**config.mk**
```make
export PLATFORM = sky130hd
export DESIGN_NAME = kd_tree_query_ctrl
export DESIGN_NICKNAME = d
export VERILOG_FILES = /design/src/rtl/kd_tree_pkg.sv /design/src/rtl/leaf_result_fifo.sv /design/src/rtl/kd_tree_query_ctrl.sv
export SDC_FILE = /design/constraint.sdc
export NUM_CORES = 1
export LEC_CHECK = 0
export BUFFER_PORTS_ARGS = -buffer_cell sky130_fd_sc_hd__buf_2
export CAP_MARGIN = 40
export CORE_ASPECT_RATIO = 0.9
export CORE_MARGIN = 1.5
export CORE_UTILIZATION = 58
export CTS_CLUSTER_SIZE = 25
export DETAILED_ROUTE_END_ITERATION = 10
export PLACE_DENSITY = 0.94
export SETUP_SLACK_MARGIN = 0.05
export SYNTH_ARGS = -nofsm -noshare
export SYNTH_HDL_FRONTEND = slang
export SYNTH_HIERARCHICAL = 1
export SYNTH_SLANG_ARGS = --single-unit
```
**constraint.sdc**
```tcl
create_clock -name clk -period 9 [get_ports clk]
set_clock_uncertainty 0.1 [all_clocks]
set_input_delay 0.9 -clock clk [delete_from_list [all_inputs] [get_ports clk]]
set_output_delay 0.9 -clock clk [all_outputs]
set_load 0.005 [all_outputs]
```
**src/rtl/kd_tree_pkg.sv**
```systemverilog
// Shared KD-tree types and default geometry, common to the query controller and the tree instance.
package kd_tree_pkg;

  typedef enum logic [2:0] {
    ST_IDLE,
    ST_CLR,
    ST_LOAD,
    ST_QUERY,
    ST_DRAIN
  } state_t;

  localparam int KD_NUM_NODES    = 127;
  localparam int KD_TREE_LATENCY = 7;

endpackage

```
**src/rtl/leaf_result_fifo.sv**
```systemverilog
// Synchronous result FIFO. Data is visible one cycle after the push and is never bypassed.
// A push is accepted when full only together with a pop. A pop is ignored when empty.
module leaf_result_fifo #(
  parameter int WIDTH = 8,
  parameter int DEPTH = 8
) (
  input  logic                       clk,
  input  logic                       rst,
  input  logic                       push,
  input  logic                       pop,
  input  logic [WIDTH-1:0]           din,
  output logic [WIDTH-1:0]           dout,
  output logic                       empty,
  output logic [$clog2(DEPTH+1)-1:0] count
);
  localparam int AW = (DEPTH > 1) ? $clog2(DEPTH) : 1;
  localparam int CW = $clog2(DEPTH+1);

  logic [WIDTH-1:0] mem [DEPTH];
  logic [AW-1:0]    wr_ptr, rd_ptr;
  logic             full, do_push, do_pop;

  function automatic logic [AW-1:0] next_ptr(input logic [AW-1:0] p);
    return (p == AW'(DEPTH-1)) ? '0 : p + AW'(1);
  endfunction

  assign empty   = (count == '0);
  assign full    = (count == CW'(DEPTH));
  assign do_pop  = pop & ~empty;
  assign do_push = push & (~full | do_pop);
  assign dout    = empty ? '0 : mem[rd_ptr];

  always_ff @(posedge clk) begin
    if (do_push) mem[wr_ptr] <= din;
  end

  always_ff @(posedge clk) begin
    if (rst) begin
      wr_ptr <= '0;
      rd_ptr <= '0;
      count  <= '0;
    end else begin
      if (do_push) wr_ptr <= next_ptr(wr_ptr);
      if (do_pop)  rd_ptr <= next_ptr(rd_ptr);
      count <= count + CW'(do_push) - CW'(do_pop);
    end
  end

endmodule

```
**src/rtl/kd_tree_query_ctrl.sv**
```systemverilog
// Loads KD-tree split words, then streams query patches and collects the leaf indices.
// Results appear TREE_LATENCY+1 cycles after issue. Issue is held off while in-flight plus queued results would overflow the result FIFO.
module kd_tree_query_ctrl
  import kd_tree_pkg::*;
#(
  parameter int INTERNAL_WIDTH = 22,
  parameter int PATCH_WIDTH    = 55,
  parameter int ADDRESS_WIDTH  = 8,
  parameter int NUM_NODES      = KD_NUM_NODES,
  parameter int TREE_LATENCY   = KD_TREE_LATENCY,
  parameter int FIFO_DEPTH     = 8
) (
  input  logic                      clk,
  input  logic                      rst,
  input  logic                      start,
  input  logic                      load_en,
  input  logic [15:0]               num_patches,
  output logic                      busy,
  output logic                      done,
  input  logic                      cfg_valid,
  output logic                      cfg_ready,
  input  logic [INTERNAL_WIDTH-1:0] cfg_data,
  input  logic                      patch_valid,
  output logic                      patch_ready,
  input  logic [PATCH_WIDTH-1:0]    patch_data,
  output logic                      res_valid,
  input  logic                      res_ready,
  output logic [ADDRESS_WIDTH-1:0]  res_index,
  output logic                      tree_rst_n,
  output logic                      tree_fsm_enable,
  output logic                      tree_sender_enable,
  output logic [INTERNAL_WIDTH-1:0] tree_sender_data,
  output logic [PATCH_WIDTH-1:0]    tree_patch_in,
  input  logic [ADDRESS_WIDTH-1:0]  tree_leaf_index
);
  localparam int CW = $clog2(FIFO_DEPTH+1);
  localparam int NW = $clog2(NUM_NODES+1);
  localparam int LW = $clog2(TREE_LATENCY+1);

  state_t              state;
  logic [15:0]         num_q, issued, retired;
  logic [NW-1:0]       node_cnt;
  logic [TREE_LATENCY-1:0] vld_sr;
  logic [LW-1:0]       inflight;
  logic [CW-1:0]       fifo_count;
  logic [16:0]         credit_used;
  logic                fifo_empty, fifo_push, fifo_pop, cfg_hs, patch_hs;

  assign busy               = (state != ST_IDLE);
  assign cfg_ready          = (state == ST_LOAD);
  assign cfg_hs             = cfg_valid & cfg_ready;
  assign tree_fsm_enable    = cfg_hs;
  assign tree_sender_enable = cfg_hs;
  assign tree_sender_data   = cfg_hs ? cfg_data : '0;
  assign tree_rst_n         = ~rst & (state != ST_CLR);

  // Credits cover both results still in the tree and results already queued.
  assign credit_used   = 17'(inflight) + 17'(fifo_count);
  assign patch_ready   = (state == ST_QUERY) & (issued < num_q) & (credit_used < 17'(FIFO_DEPTH));
  assign patch_hs      = patch_valid & patch_ready;
  assign tree_patch_in = patch_hs ? patch_data : '0;

  assign fifo_push = vld_sr[TREE_LATENCY-1];
  assign res_valid = ~fifo_empty;
  assign fifo_pop  = res_valid & res_ready;

  leaf_result_fifo #(
    .WIDTH (ADDRESS_WIDTH),
    .DEPTH (FIFO_DEPTH)
  ) u_fifo (
    .clk   (clk),
    .rst   (rst),
    .push  (fifo_push),
    .pop   (fifo_pop),
    .din   (tree_leaf_index),
    .dout  (res_index),
    .empty (fifo_empty),
    .count (fifo_count)
  );

  always_ff @(posedge clk) begin
    if (rst) begin
      state    <= ST_IDLE;
      done     <= 1'b0;
      num_q    <= '0;
      issued   <= '0;
      retired  <= '0;
      node_cnt <= '0;
      vld_sr   <= '0;
      inflight <= '0;
    end else begin
      done     <= 1'b0;
      vld_sr   <= (vld_sr << 1) | TREE_LATENCY'(patch_hs);
      inflight <= inflight + LW'(patch_hs) - LW'(fifo_push);
      if (fifo_push) retired <= retired + 16'd1;
      if (patch_hs)  issued  <= issued + 16'd1;
      case (state)
        ST_IDLE: begin
          if (start) begin
            num_q    <= num_patches;
            issued   <= '0;
            retired  <= '0;
            node_cnt <= '0;
            if (load_en)                 state <= ST_CLR;
            else if (num_patches != '0)  state <= ST_QUERY;
            else                         done  <= 1'b1;
          end
        end
        ST_CLR: state <= ST_LOAD;
        ST_LOAD: begin
          if (cfg_hs) begin
            node_cnt <= node_cnt + NW'(1);
            if (node_cnt == NW'(NUM_NODES-1)) begin
              if (num_q == '0) begin
                state <= ST_IDLE;
                done  <= 1'b1;
              end else begin
                state <= ST_QUERY;
              end
            end
          end
        end
        ST_QUERY: begin
          if (patch_hs && (issued == num_q - 16'd1)) state <= ST_DRAIN;
        end
        ST_DRAIN: begin
          if ((inflight == '0) && (fifo_count == '0) && (retired == num_q)) begin
            state <= ST_IDLE;
            done  <= 1'b1;
          end
        end
        default: state <= ST_IDLE;
      endcase
    end
  end

endmodule
```
==> run summary <==
Post-DP HPWL - 14770 microns
CTS resizes - 0
vias per cell - 5.955
CP Data Required Time - 8.00 ns
final hold vios - 0
Final setup viols - 0
TritonCTS Buffers - 17
Layout fillers - 914
status - finished, final reports clean
Synth Flop Type - dfxtp_1
Worst setup SP type - flip-flop
Fmax achieved - 241.9 MHz
VDD IR max - 0.1497 mV
layout cell share with drive strength beyond 1 - 0.2778
Synth top area share - 0.2394
gr ovfl total - 0
count of cell types in the netlist - 70
CP Class - reg -> out
clock sinks - 146
overall routing resource usage - 0.2963
post-synthesis sequential area ratio - 0.4440
Slew headroom - 0.4823
Yosys warnings - 6
Setup Fix Bufs, Post-CTS - 0
Rows - 40
RSZ-0062 raised after global routing - no
port bufs - 200
Design Area, Final - 9747 sq um
Hold Crit Class - reg -> reg
TritonCTS clock tree - yes
fin crit period - 4.134 ns
Post-Synthesis Cells - 792
Synth area leader - edfxtp_1
core area - 13410 sq um
routed vias - 6896
maxcap violations - 0
area of the die - 14550 sq um
Ant. Diodes - 0
routability-driven placement congestion ratio - 0.9426
sum of negative setup slack - 0 ns
R2R Setup Slk - 5.47 ns
Reg2Reg Launch Point - num_q[6]
final hold slack - 0.3674 ns
Hold Path Stages - 1
post-synthesis average cell area - 10.13 sq um
initial antenna violation count - 0
Post-layout nets - 1122
clock root cell - clkbuf_16
leading post-synthesis cells by cell area - edfxtp_1 24%, dfxtp_1 20%, and3_1 6.9%
Die Ht - 114.6 microns
Post-CTS Hold Buffers - 0
worst r2r path cells - 14
maximum clock path buffer count - 2
DIE WIDTH - 127 microns
count leader, synth - and3_1
H-tree depth - 4
Hold Crit Endpoint - vld_sr[4]
DR pass1 iterations - 7
largest net degree at the start of global routing - 61
Post-Route WL - 21050 microns
io pins - 201
Post-synth EDFFs - 64
DR WL/cell - 18.18 microns
crit path max fanout - 59
vias in the first global route - 6502
Worst setup startpoint - num_q[10]
leakage power - 4.454 nW
Mapped Area - 8026 sq um
Period Utilization, post-route - 0.4593
Commonest cells post-synth - 88 x and3_1, 82 x dfxtp_1, 65 x nand2_1, 64 x edfxtp_1, 49 x nor2_1
slew at the pin closest to its max-slew limit - 0.7766 ns
Synth-to-Final Area Change - 21.43%
first-pass GRT wire length - 33370 microns
critical path endpoint category - output pin
Synthesized Nets - 937
Clock Latency Late Sink - 0.44 ns
Power Density - 199.6 nW/um^2
worst path arrival time - 3.13 ns
DRT antenna net count - 0
Async S/R FF share, synth - 0
startpoint of the lowest-slack hold path - vld_sr[3]
Initial Util - 0.5984
drt drc - 0
count of pins over their slew limit - 0
number of synthesized register bits - 146
reg-to-reg endpoint - inflight[2]
Placed Instance Area - 9141 sq um
clock-pin transition on the worst setup and hold timing paths - 0.07 ns
DRT iter0 DRCs - 696
[area by class of cell]
class	instances	area [sq um]	share of cell area
Timing Repair Buffer	216	1126	0.1155
Clock inverter	14	168.9	0.01733
Tap cell	168	210.2	0.02157
Inverter	38	145.1	0.01489
Sequential cell	146	3563	0.3656
Multi-Input combinational cell	558	4104	0.4211
Clock buffer	18	429.2	0.04403
[worst max path at each step]
stage                             end  cells after the start
finish               tree_patch_in[0]                      8
global route        tree_patch_in[19]                      8
CTS                  tree_patch_in[0]                      8
detailed placement    u_fifo/count[3]                     12
global placement    tree_patch_in[47]                      8
floorplan           tree_patch_in[25]                     10
[power breakdown]
group	leakage (nW)	total [mW]	internal (mW)	switching, mW
Sequential	1.24	0.758	0.712	0.0458
Combinational	2.93	0.465	0.213	0.252
Clock	0.289	0.722	0.418	0.304
Total	4.45	1.95	1.34	0.602
[logic make-up after synthesis]
group                      synth area share
buffers and inverters               0.04786
muxes                               0.06391
xor gates and xnor gates            0.07311
DFF                                  0.4440
AOI/OAI and AO/OA                   0.07311
and+or+nand+nor                      0.2385
adders and majority gates           0.05955
[critical path: stages (launching register included)]
cell      delay [ns]
dfxtp_1         0.46
inv_1           0.12
ha_1            0.36
a21oi_1         0.15
nand2_1         0.11
a311oi_4        0.39
and2_2          0.72
and3_1          0.26
buf_2           0.12
[flip-flops by register name (all words and copies together) (netlist names), 4 cells and up, named ones only]
name,cells
num_q,16
retired,16
issued,16
vld_sr,7
node_cnt,7
u_fifo/count,4
u_fifo/mem,64
[cells in the final DEF, fill, tap and decap left out, types with 7 or more instances in the layout]
master,synthesis,final
buf_2,6,201
and3_1,88,88
dfxtp_1,82,82
nand2_1,65,65
edfxtp_1,64,64
nor2_1,49,49
inv_1,37,37
xnor2_1,36,36
ha_1,35,35
a21oi_1,31,31
xor2_1,31,31
nand3_1,24,24
nand4_1,22,22
nor3_1,19,19
clkbuf_16,0,17
o21ai_0,16,16
nor4_1,16,16
nor2b_1,13,13
buf_4,3,13
mux4_1,13,13
a22o_1,8,8
mux2i_1,7,7
[through the flow]
step                      setup slack [ns]  total power [mW]  cells  utilization
after detailed placement             5.351             1.223   1125       0.6815
after CTS                            4.924             1.945   1157       0.7261
after global routing                 4.640             2.028   1158       0.7267
final                                4.866             1.946   1158       0.7267
after floorplan                      5.651             1.081    792            -
after global placement               5.487             1.196   1121       0.6789
[metal layers]
layer	global-route usage	part of all wire	vias to the layer above
met5	0	0	-
met2	0.4986	0.48	351
met1	0.3922	0.42	3242
li1	-	-	3251
met3	0.06262	0.076	52
met4	0.07803	0.018	0
Power figures use the tool's default switching activity.
